File: src/rtl/vx_mmul_accum_pkg.sv
// -----------------------------------------------------------------------------
// vx_mmul_accum_pkg
// Shared definitions for the MMUL commit accumulator:
//   - global widths of the commit stream (XLEN, UUID, register index)
//   - default warp / thread counts used to size the accumulator table
//   - beat classification enum and the fixed-width part of the commit tag
//   - small sizing helpers used by the top and the accumulator table
// -----------------------------------------------------------------------------
package vx_mmul_accum_pkg;

  localparam int XLEN           = 32;
  localparam int UUID_WIDTH     = 44;
  localparam int NR_BITS        = 5;
  localparam int NUM_WARPS_DFLT = 4;
  localparam int NUM_THREADS    = 4;

  // Classification of the beat currently offered on the input.
  typedef enum logic [1:0] {
    BEAT_IDLE    = 2'd0,
    BEAT_PARTIAL = 2'd1,
    BEAT_FINAL   = 2'd2
  } beat_class_e;

  // Tag fields whose width does not depend on the lane / warp parameters.
  // tmask, wid and pid travel beside this struct because their widths follow
  // the instance parameters.
  typedef struct packed {
    logic [UUID_WIDTH-1:0] uuid;
    logic [XLEN-1:0]       pc;
    logic [NR_BITS-1:0]    rd;
    logic                  wb;
    logic                  sop;
    logic                  eop;
  } commit_hdr_t;

  // ceil(log2(n)) with a minimum of one bit.
  function automatic int up_clog2(input int n);
    return (n > 1) ? $clog2(n) : 1;
  endfunction

  // Width of one accumulator entry (all lanes of one warp).
  function automatic int acc_entry_w(input int lanes);
    return lanes * XLEN;
  endfunction

endpackage

File: src/rtl/vx_mmul_acc_table.sv
// -----------------------------------------------------------------------------
// vx_mmul_acc_table
// Per-warp accumulator storage: NUM_WARPS entries of NUM_LANES x XLEN plus one
// busy bit per warp. One combinational read port, one synchronous write port.
//
// Ports:
//   clk        in   clock
//   reset_n    in   synchronous active-low reset (clears busy bits only)
//   i_rd_wid   in   warp to read
//   o_rd_data  out  entry of i_rd_wid, forced to zero when that warp is idle
//   i_wr_en    in   write strobe (one accepted beat)
//   i_wr_wid   in   warp to write
//   i_wr_busy  in   new busy value; the data word is stored only when 1
//   i_wr_data  in   new entry value
//   o_busy     out  busy bit per warp (registered state)
// -----------------------------------------------------------------------------
module vx_mmul_acc_table
  import vx_mmul_accum_pkg::*;
#(
  parameter int NUM_WARPS = NUM_WARPS_DFLT,
  parameter int NUM_LANES = 1,
  localparam int NW_W  = up_clog2(NUM_WARPS),
  localparam int ACC_W = acc_entry_w(NUM_LANES)
)(
  input  logic                 clk,
  input  logic                 reset_n,
  input  logic [NW_W-1:0]      i_rd_wid,
  output logic [ACC_W-1:0]     o_rd_data,
  input  logic                 i_wr_en,
  input  logic [NW_W-1:0]      i_wr_wid,
  input  logic                 i_wr_busy,
  input  logic [ACC_W-1:0]     i_wr_data,
  output logic [NUM_WARPS-1:0] o_busy
);

  logic [ACC_W-1:0]     r_acc [NUM_WARPS];
  logic [NUM_WARPS-1:0] r_busy;

  always_ff @(posedge clk) begin
    if (!reset_n) begin
      r_busy <= '0;
    end else if (i_wr_en) begin
      r_busy[i_wr_wid] <= i_wr_busy;
    end
  end

  // Data words carry no reset: an idle entry is never observed because the
  // read port masks it with the busy bit.
  always_ff @(posedge clk) begin
    if (i_wr_en && i_wr_busy) begin
      r_acc[i_wr_wid] <= i_wr_data;
    end
  end

  // A write at edge t is visible to the read in cycle t+1 with no bubble,
  // since the read port looks straight at the registered array.
  assign o_rd_data = r_busy[i_rd_wid] ? r_acc[i_rd_wid] : '0;
  assign o_busy    = r_busy;

endmodule

File: src/rtl/vx_mmul_accum.sv
// -----------------------------------------------------------------------------
// vx_mmul_accum
// Sums MMUL partial products per warp and per lane between the muldiv response
// arbiter and the writeback arbiter. Partial beats (in_true_eop=0) update the
// warp's accumulator and produce no output; a final beat (in_true_eop=1) adds
// the open sum (zero if none) and emits one commit one cycle later. Non-MMUL
// results are finals with no open sum and simply pass through one register.
//
// Ports:
//   clk, reset_n                  clock, synchronous active-low reset
//   in_valid / in_ready           input handshake (partials never stall)
//   in_uuid..in_eop, in_data      commit tag and per-lane data
//   in_true_eop                   0 = MMUL partial, 1 = final / normal result
//   out_valid / out_ready         output handshake
//   out_uuid..out_eop, out_data   registered commit tag and data
//   acc_busy                      per-warp open-accumulation flag
// -----------------------------------------------------------------------------
module vx_mmul_accum
  import vx_mmul_accum_pkg::*;
#(
  parameter int NUM_LANES = 1,
  parameter int NUM_WARPS = NUM_WARPS_DFLT,
  parameter int PID_WIDTH = up_clog2(NUM_THREADS / NUM_LANES),
  localparam int NW_W  = up_clog2(NUM_WARPS),
  localparam int ACC_W = acc_entry_w(NUM_LANES)
)(
  input  logic                  clk,
  input  logic                  reset_n,

  input  logic                  in_valid,
  output logic                  in_ready,
  input  logic [UUID_WIDTH-1:0] in_uuid,
  input  logic [NW_W-1:0]       in_wid,
  input  logic [NUM_LANES-1:0]  in_tmask,
  input  logic [XLEN-1:0]       in_PC,
  input  logic [NR_BITS-1:0]    in_rd,
  input  logic                  in_wb,
  input  logic [PID_WIDTH-1:0]  in_pid,
  input  logic                  in_sop,
  input  logic                  in_eop,
  input  logic [ACC_W-1:0]      in_data,
  input  logic                  in_true_eop,

  output logic                  out_valid,
  input  logic                  out_ready,
  output logic [UUID_WIDTH-1:0] out_uuid,
  output logic [NW_W-1:0]       out_wid,
  output logic [NUM_LANES-1:0]  out_tmask,
  output logic [XLEN-1:0]       out_PC,
  output logic [NR_BITS-1:0]    out_rd,
  output logic                  out_wb,
  output logic [PID_WIDTH-1:0]  out_pid,
  output logic                  out_sop,
  output logic                  out_eop,
  output logic [ACC_W-1:0]      out_data,

  output logic [NUM_WARPS-1:0]  acc_busy
);

  // Lane add, modulo 2^XLEN with no saturation and no sign handling.
  function automatic logic [XLEN-1:0] add_wrap(input logic [XLEN-1:0] a,
                                               input logic [XLEN-1:0] b);
    return a + b;
  endfunction

  beat_class_e      w_class;
  logic             w_accept;
  logic             w_acc_partial;
  logic             w_acc_final;
  logic [ACC_W-1:0] w_acc_rd;
  logic [ACC_W-1:0] w_base;
  logic [ACC_W-1:0] w_new_data;

  logic             r_out_valid;
  commit_hdr_t      r_out_hdr;
  logic [NW_W-1:0]  r_out_wid;
  logic [NUM_LANES-1:0] r_out_tmask;
  logic [PID_WIDTH-1:0] r_out_pid;
  logic [ACC_W-1:0] r_out_data;

  always_comb begin
    w_class = BEAT_IDLE;
    if (in_valid) begin
      w_class = in_true_eop ? BEAT_FINAL : BEAT_PARTIAL;
    end
  end

  // Partials only touch the table, so they never wait on the output. Finals
  // wait only while the output register is full and not being drained.
  assign in_ready      = in_true_eop ? (~r_out_valid | out_ready) : 1'b1;
  assign w_accept      = in_valid & in_ready;
  assign w_acc_partial = w_accept & (w_class == BEAT_PARTIAL);
  assign w_acc_final   = w_accept & (w_class == BEAT_FINAL);

  vx_mmul_acc_table #(
    .NUM_WARPS (NUM_WARPS),
    .NUM_LANES (NUM_LANES)
  ) u_table (
    .clk       (clk),
    .reset_n   (reset_n),
    .i_rd_wid  (in_wid),
    .o_rd_data (w_acc_rd),
    .i_wr_en   (w_accept),
    .i_wr_wid  (in_wid),
    .i_wr_busy (w_acc_partial),
    .i_wr_data (w_new_data),
    .o_busy    (acc_busy)
  );

  // in_sop on a partial restarts the sum; the table already returns zero for
  // idle warps, so only the restart case needs masking here.
  assign w_base = (~in_true_eop & in_sop) ? '0 : w_acc_rd;

  // Masked-off lanes keep the old sum on a partial but forward the raw input
  // on a final, so an inactive lane never leaks a stale accumulator value.
  always_comb begin
    w_new_data = '0;
    for (int l = 0; l < NUM_LANES; l++) begin
      if (in_tmask[l]) begin
        w_new_data[l*XLEN +: XLEN] = add_wrap(w_base[l*XLEN +: XLEN],
                                              in_data[l*XLEN +: XLEN]);
      end else if (in_true_eop) begin
        w_new_data[l*XLEN +: XLEN] = in_data[l*XLEN +: XLEN];
      end else begin
        w_new_data[l*XLEN +: XLEN] = w_base[l*XLEN +: XLEN];
      end
    end
  end

  // Output register: loads on an accepted final (also on the edge it drains),
  // holds while stalled, empties once consumed.
  always_ff @(posedge clk) begin
    if (!reset_n) begin
      r_out_valid <= 1'b0;
      r_out_hdr   <= '0;
      r_out_wid   <= '0;
      r_out_tmask <= '0;
      r_out_pid   <= '0;
      r_out_data  <= '0;
    end else if (w_acc_final) begin
      r_out_valid    <= 1'b1;
      r_out_hdr.uuid <= in_uuid;
      r_out_hdr.pc   <= in_PC;
      r_out_hdr.rd   <= in_rd;
      r_out_hdr.wb   <= in_wb;
      r_out_hdr.sop  <= in_sop;
      r_out_hdr.eop  <= in_eop;
      r_out_wid      <= in_wid;
      r_out_tmask    <= in_tmask;
      r_out_pid      <= in_pid;
      r_out_data     <= w_new_data;
    end else if (out_ready) begin
      r_out_valid <= 1'b0;
    end
  end

  assign out_valid = r_out_valid;
  assign out_uuid  = r_out_hdr.uuid;
  assign out_PC    = r_out_hdr.pc;
  assign out_rd    = r_out_hdr.rd;
  assign out_wb    = r_out_hdr.wb;
  assign out_sop   = r_out_hdr.sop;
  assign out_eop   = r_out_hdr.eop;
  assign out_wid   = r_out_wid;
  assign out_tmask = r_out_tmask;
  assign out_pid   = r_out_pid;
  assign out_data  = r_out_data;

endmodule
File: config.mk
export PLATFORM = sky130hd
export DESIGN_NAME = vx_mmul_accum
export DESIGN_NICKNAME = d
export VERILOG_FILES = /design/src/rtl/vx_mmul_accum_pkg.sv /design/src/rtl/vx_mmul_acc_table.sv /design/src/rtl/vx_mmul_accum.sv
export SDC_FILE = /design/constraint.sdc
export NUM_CORES = 1
export LEC_CHECK = 0
export CORE_AREA = 2 2 152 154
export CTS_CLUSTER_SIZE = 8
export DETAILED_ROUTE_END_ITERATION = 7
export DIE_AREA = 0 0 154 156
export PLACE_DENSITY = 0.85
export RECOVER_POWER = 50
export SETUP_SLACK_MARGIN = 0.1
export SYNTH_ARGS = -nofsm -noshare
export SYNTH_HDL_FRONTEND = slang
export SYNTH_HIERARCHICAL = 1
export SYNTH_SLANG_ARGS = --single-unit
File: constraint.sdc
create_clock -name clk -period 11 [get_ports clk]
set_input_delay 2.2 -clock clk [delete_from_list [all_inputs] [get_ports clk]]
set_output_delay 2.2 -clock clk [all_outputs]
set_load 0.01 [all_outputs]
# Word level (Yosys, flattened, before mapping)
# Memories as Yosys holds them, arrays and structs flattened.
# Index checks and enable logic that the tools add are counted.
# W data, S select, Z words.
# totals
reg_bits	126
ramBits	128
output_inout_bits	127
memories	1
# op_classes
addsub	1
order_cmp	2
n_eq_ne	2
muxes	16
n_bitwise	7
reduce_logical	3
# memory_table
name	words	word_bits	rd	rd_clocked_by_memory_dff	write_ports	line_no	text
u_table.r_acc	4	32	1	0	1	vx_mmul_acc_table.sv:36	logic [ACC_W-1:0] r_acc [NUM_WARPS];
# op_table
cell	count
$mux W32	4
$add A32 B32 Y32	1
$mux W1	7
$and A1 B1 Y1	4
$bwmux W4	1
$mux W2	2
$lt A2 B3 Y1 const B	1
$bmux W1 S2	1
$demux W1 S2	1
$eq A2 B1 Y1 const B	1
$eq A2 B2 Y1 const B	1
$ge A2 B1 Y1 const B	1
$logic_and A1 B1 Y1	2
$not A1 Y1	2
$reduce_bool A2 Y1	1
$or A1 B1 Y1	1

# Depth between registers and ports, before layout
# depth
word_depth	8
ltp_mapped	17
ltp_nobuf	15

# Modules after synthesis
# Netlist, hierarchy kept.
# by_module_without_submodules
module	instances	cells_each	area_per_inst_um2	seq_area_each_um2
vx_mmul_accum	1	925	7241.9	2442.3
vx_mmul_acc_table	1	227	5067.4	3923.8

# Worst setup path before layout
# Ideal clock, no wire load.
# synth_path
path_type	input to register
start	input in_true_eop
end	memory u_table/r_acc[2][0] (netlist name) (enable)
setup_time_ns	0.470
t_arrival_ns	5.534
required_time_ns	10.530
slack_ns	4.995
cell_stages	6
n_path_buf	3
cell_sequence	clkbuf_1 -> clkbuf_1 -> clkbuf_1 -> nor2b_1 -> nand2_1 -> nor3b_1
# synth_via
elab_chain_len	7
# synth_lines
item	line_no	text
from (decl)	vx_mmul_accum.sv:42	input logic in_true_eop,
$mux W2	vx_mmul_accum.sv:84	w_class = in_true_eop ? BEAT_FINAL : BEAT_PARTIAL;
$mux W2	vx_mmul_accum.sv:83	if (in_valid) begin
$eq A2 B1 Y1	vx_mmul_accum.sv:92	assign w_acc_partial = w_accept & (w_class == BEAT_PARTIAL);
$and A1 B1 Y1 *	vx_mmul_accum.sv:92	
named net w_acc_partial	vx_mmul_accum.sv:68	logic w_acc_partial;
$logic_and A1 B1 Y1 *	vx_mmul_acc_table.sv:50	if (i_wr_en && i_wr_busy) begin
$mux W1 *	vx_mmul_acc_table.sv:50	
$mux W1 (not written as such) *	vx_mmul_acc_table.sv:51	r_acc[i_wr_wid] <= i_wr_data;
to (decl)	vx_mmul_acc_table.sv:36	
# The timed path passes the listed nets; every way through them passes the cells marked *.

# Final worst setup path
# layout_path
start	input in_wid[0]
end	register r_out_data[26], in the netlist out_data[26]
# layout_via
elab_chain_len	6
# layout_lines
item	line_no	text
from (decl)	vx_mmul_accum.sv:33	input logic [NW_W-1:0] in_wid,
$bmux W1 S2	vx_mmul_acc_table.sv:57	assign o_rd_data = r_busy[i_rd_wid] ? r_acc[i_rd_wid] : '0;
$mux W1 (not written as such)	vx_mmul_acc_table.sv:57	
$mux W32 *	vx_mmul_acc_table.sv:57	
named net w_acc_rd[0]	vx_mmul_accum.sv:70	logic [ACC_W-1:0] w_acc_rd;
$mux W32 *	vx_mmul_accum.sv:112	assign w_base = (~in_true_eop & in_sop) ? '0 : w_acc_rd;
$add A32 B32 Y32 *	vx_mmul_accum.sv:63	return a + b;
$mux W32 *	vx_mmul_accum.sv:119	if (in_tmask[l]) begin
named net w_new_data[26]	vx_mmul_accum.sv:72	logic [ACC_W-1:0] w_new_data;
to (signal assigned)	vx_mmul_accum.sv:151	r_out_data <= w_new_data;
to (decl)	vx_mmul_accum.sv:79	logic [ACC_W-1:0] r_out_data;
# The timed path passes the listed nets; every way through them passes the cells marked *. The select of a mux whose other input is x is not followed.
# A chain may end at the register's enable or synchronous reset.

==> flow_metrics.py <==
metrics = {
    "worst_setup_path": {
        "crit_path_end_kind": "flip-flop",
        "startpoint_type": "primary input",
        "critical_path.max_fanout": 43,
        "critPathKind": "in -> reg",
        "crit_arrival_ns": 7.05,
        "cp.required_ns": 11.35,
    },
    "sta": {
        "tns_ns": 0,
        "tightest_slew_ns": 2.67,
        "holdWs_ns": 0.456,
        "min_period_ns": 6.70,
        "rsz0062_at_grt": "no",
        "hold_viol": 0,
        "fin_skew_ns": 0.0151,
        "max_freq_mhz": 149,
        "slew_viol_final": 157,
        "slew_headroom_pct": -78.4,
        "min_period_over_period_pct": 60.9,
        "setup_viol": 0,
    },
    "cts": {
        "clk_pin_slew_ns": 0.05,
        "cts_setup_buffers": 0,
        "clock_path_buffers": 3,
        "cts_tree": "yes",
        "htree_num_levels": 2,
        "cts.sinks": 254,
        "clock_latency_ns": 0.51,
        "cts_buffers": 38,
        "cts_resized": 0,
        "clock-root-buffer": "clkbuf_16",
        "cts_hold_buf": 0,
    },
    "floorplan": {
        "die-area_mm2": 0.0240,
        "die_h_um": 156,
        "coreArea_mm2": 0.0224,
        "die_x_um": 154,
        "io_pins": 253,
        "fp-row-count": 55,
        "start_util_pct": 55.0,
    },
    "final_layout": {
        "num-fill-cells": 1494,
        "drive_gt1_share_pct": 8.01,
        "multi_input_area_mm2": 0.00550,
        "syn_to_final_growth_pct": 29.1,
        "ff_latch_area_mm2": 0.00637,
        "fin_area_mm2": 0.0159,
        "antennaDiodeCount": 0,
        "num-nets-final": 1534,
    },
    "routing": {
        "wirelength_mm": 34.3,
        "first_iter_violations": 741,
        "drt_pre_antenna_iters": 5,
        "wl_per_cell_um": 20.4,
        "dr_wl_met2_mm": 16.4,
        "postRouteAntennaNets": 0,
        "wl_met1_mm": 14.0,
        "dr.max_layer_used": "met4",
        "drt-vias-per-instance": 5.84,
        "drc": 0,
        "via_count": 9842,
        "met3RoutedLength_mm": 3.29,
    },
    "synth": {
        "synth-edff-count": 128,
        "yosysTopAreaCell": "edfxtp_1",
        "postSynth.asyncResetShare_pct": 0,
        "yosysWarnings": 6,
        "syn_inst": 1152,
        "syn-num-nets": 1310,
        "synth_area_mm2": 0.0123,
        "ys_ff_latch": 254,
        "dominantRegCellSynth": "edfxtp_1",
        "synth_cell_types": 74,
        "syn-mean-instance-area_um2": 10.7,
        "ys_seq_area_share_pct": 51.7,
        "ys_top_cells_by_area": "edfxtp_1, dfxtp_1, nand2_1, a21boi_0, mux4_2",
        "synth.top_cell.area_share_pct": 31.2,
    },
    "run_status": {
        "status": "finished with violations",
        "violations": "max-capacitance violations, max-slew violations",
    },
    "power_and_ir_drop": {
        "peakVddDrop_v": 0.000112,
        "p_leak_uw": 0.00610,
        "pwr_density_cell_mw_per_mm2": 148,
    },
    "place": {
        "numPortBuffers": 252,
        "dpl-instance-area_mm2": 0.0148,
        "place_congestion": 0.958,
        "dp.final_hpwl_mm": 22.5,
    },
    "global_routing": {
        "grtUsageTotal_pct": 28.3,
        "first_global_vias": 9647,
        "grt_pass1_wl_mm": 53.2,
        "grt_max_degree": 89,
        "grt.overflow.total": 0,
        "grt_antenna_before_repair": 0,
    },
    "hold_path": {
        "holdCritPathClass": "reg -> reg",
    },
    "run": {
        "max_cap_violations": 4,
    },
}
[per-layer routing]
metal | GRT usage, % | up-vias
li1 | - | 4576
met1 | 37.7 | 4757
met2 | 46.8 | 455
met3 | 6.61 | 54
met4 | 7.57 | 0
met5 | 0 | -
[area by class of cell]
| class | count | area share [%] |
|---|---|---|
| sequential | 254 | 40.1 |
| clock inverter | 6 | 0.315 |
| clock buffer | 57 | 6.43 |
| timing repair buffer | 262 | 16.2 |
| multi-input combinational | 814 | 34.6 |
| tap | 285 | 2.24 |
| inverter | 6 | 0.142 |
[flip-flops by register name (all words and copies together), names as in the netlist, 2 cells and up]
signal          flops
u_table/o_busy      4
u_table/r_acc     128
out_data           32
out_rd              5
out_pid             2
out_wid             2
out_PC             32
out_uuid           44
[report_power, final]
part | leakage, uW | internal (uW) | switching (uW)
combinational | 0.00339 | 125 | 141
sequential | 0.00219 | 1030 | 13.3
clock | 0.000514 | 638 | 401
total | 0.00610 | 1790 | 556
[through the flow]
| step | cells | utilization [%] | setup WS [ns] | total power, uW |
|---|---|---|---|---|
| 3_3_place_gp | 1621 | 66.3 | 4.28 | 1320 |
| 5_1_grt | 1684 | 71.0 | 4.02 | 2430 |
| 2_1_floorplan | 1152 | - | 5.00 | 1200 |
| 6_report | 1684 | 71.0 | 4.30 | 2350 |
| 3_5_place_dp | 1621 | 66.3 | 4.03 | 1330 |
| 4_1_cts | 1684 | 71.1 | 4.29 | 2370 |
[cells in the final DEF (no fill, tap or decap), types with 4 or more instances in the layout]
cell type          n
nand2_1          243
nand4_1            8
and3_1             7
a211oi_1          18
nand2b_1           9
a31o_2             4
nor2b_1           52
mux4_2            30
a21o_1            13
clkbuf_16         38
o21bai_1           4
inv_1              6
ha_1              31
edfxtp_1         128
xnor2_1           13
o21ai_1            6
o21a_1             9
and2_1            34
dfxtp_1          126
a21oi_1           45
mux2i_1           18
buf_4             10
o21ai_0           31
a31oi_1            6
nor2_1            34
a21boi_0         103
o31ai_1            4
buf_2              4
nand3_1           10
xor2_1            12
mux2_2             6
nor3_1             9
dlygate4sd3_1    127
clkbuf_1          20
clkdlybuf4s50_1  120
[cell usage after synthesis, types with 3 or more instances]
library cell and count:
a211oi_1 18, a21boi_0 103, a21boi_1 3, a21o_1 13, a21oi_1 45, a31o_2 4, a31oi_1 6, and2_1 34
and3_1 8, and4_1 3, buf_1 3, buf_2 6, buf_4 3, buf_6 8, clkbuf_1 52, clkbuf_8 6
dfxtp_1 126, edfxtp_1 128, ha_1 31, inv_1 6, mux2_2 6, mux2i_1 18, mux4_2 30, nand2_1 243
nand2b_1 9, nand3_1 10, nand4_1 8, nor2_1 34, nor2b_1 52, nor3_1 9, nor3b_1 3, o211ai_1 3
o21a_1 9, o21ai_0 31, o21ai_1 6, o21bai_1 4, o31ai_1 4, xnor2_1 13, xor2_1 12
[critical path, cell delays in order]
cell	delay (ns)
buf_2	0.08
buf_4	0.58
mux2i_1	0.30
mux2_2	0.70
nor2b_1	0.11
and2_1	0.18
ha_1	0.21
fa_1	0.42
a21o_1	0.23
a211oi_2	0.31
or3b_1	0.24
a21oi_1	0.12
nor3_1	0.25
xor2_1	0.10
mux2i_1	0.38
nor2_1	0.12
nor3b_1	0.43
[logic make-up (layout without fill, tap and decap cells)]
family,count (synthesis),count (layout),share of synthesized area (%)
AOI/OAI and AO/OA,272,272,15.3
xor gates and xnor gates,25,25,1.78
adders and majority gates,32,32,3.31
buffers and inverters,84,331,3.69
DFF,254,254,51.7
muxes,56,56,7.93
and+or+nand+nor,429,429,16.3
[worst paths after layout]
check,from,cells after the start,slack (ns),endpoint
hold / removal,out_uuid[34]$_SDFFE_PN0P_,2,0.46,out_uuid[34]$_SDFFE_PN0P_
setup / recovery,in_wid[0],17,4.30,out_data[26]$_SDFFE_PN0P_
setup reg to reg,u_table/o_busy[1]$_SDFFE_PN0P_,15,6.51,out_data[26]$_SDFFE_PN0P_
hold reg to reg,out_uuid[34]$_SDFFE_PN0P_,2,0.46,out_uuid[34]$_SDFFE_PN0P_
(Power assumes the default switching activity.)
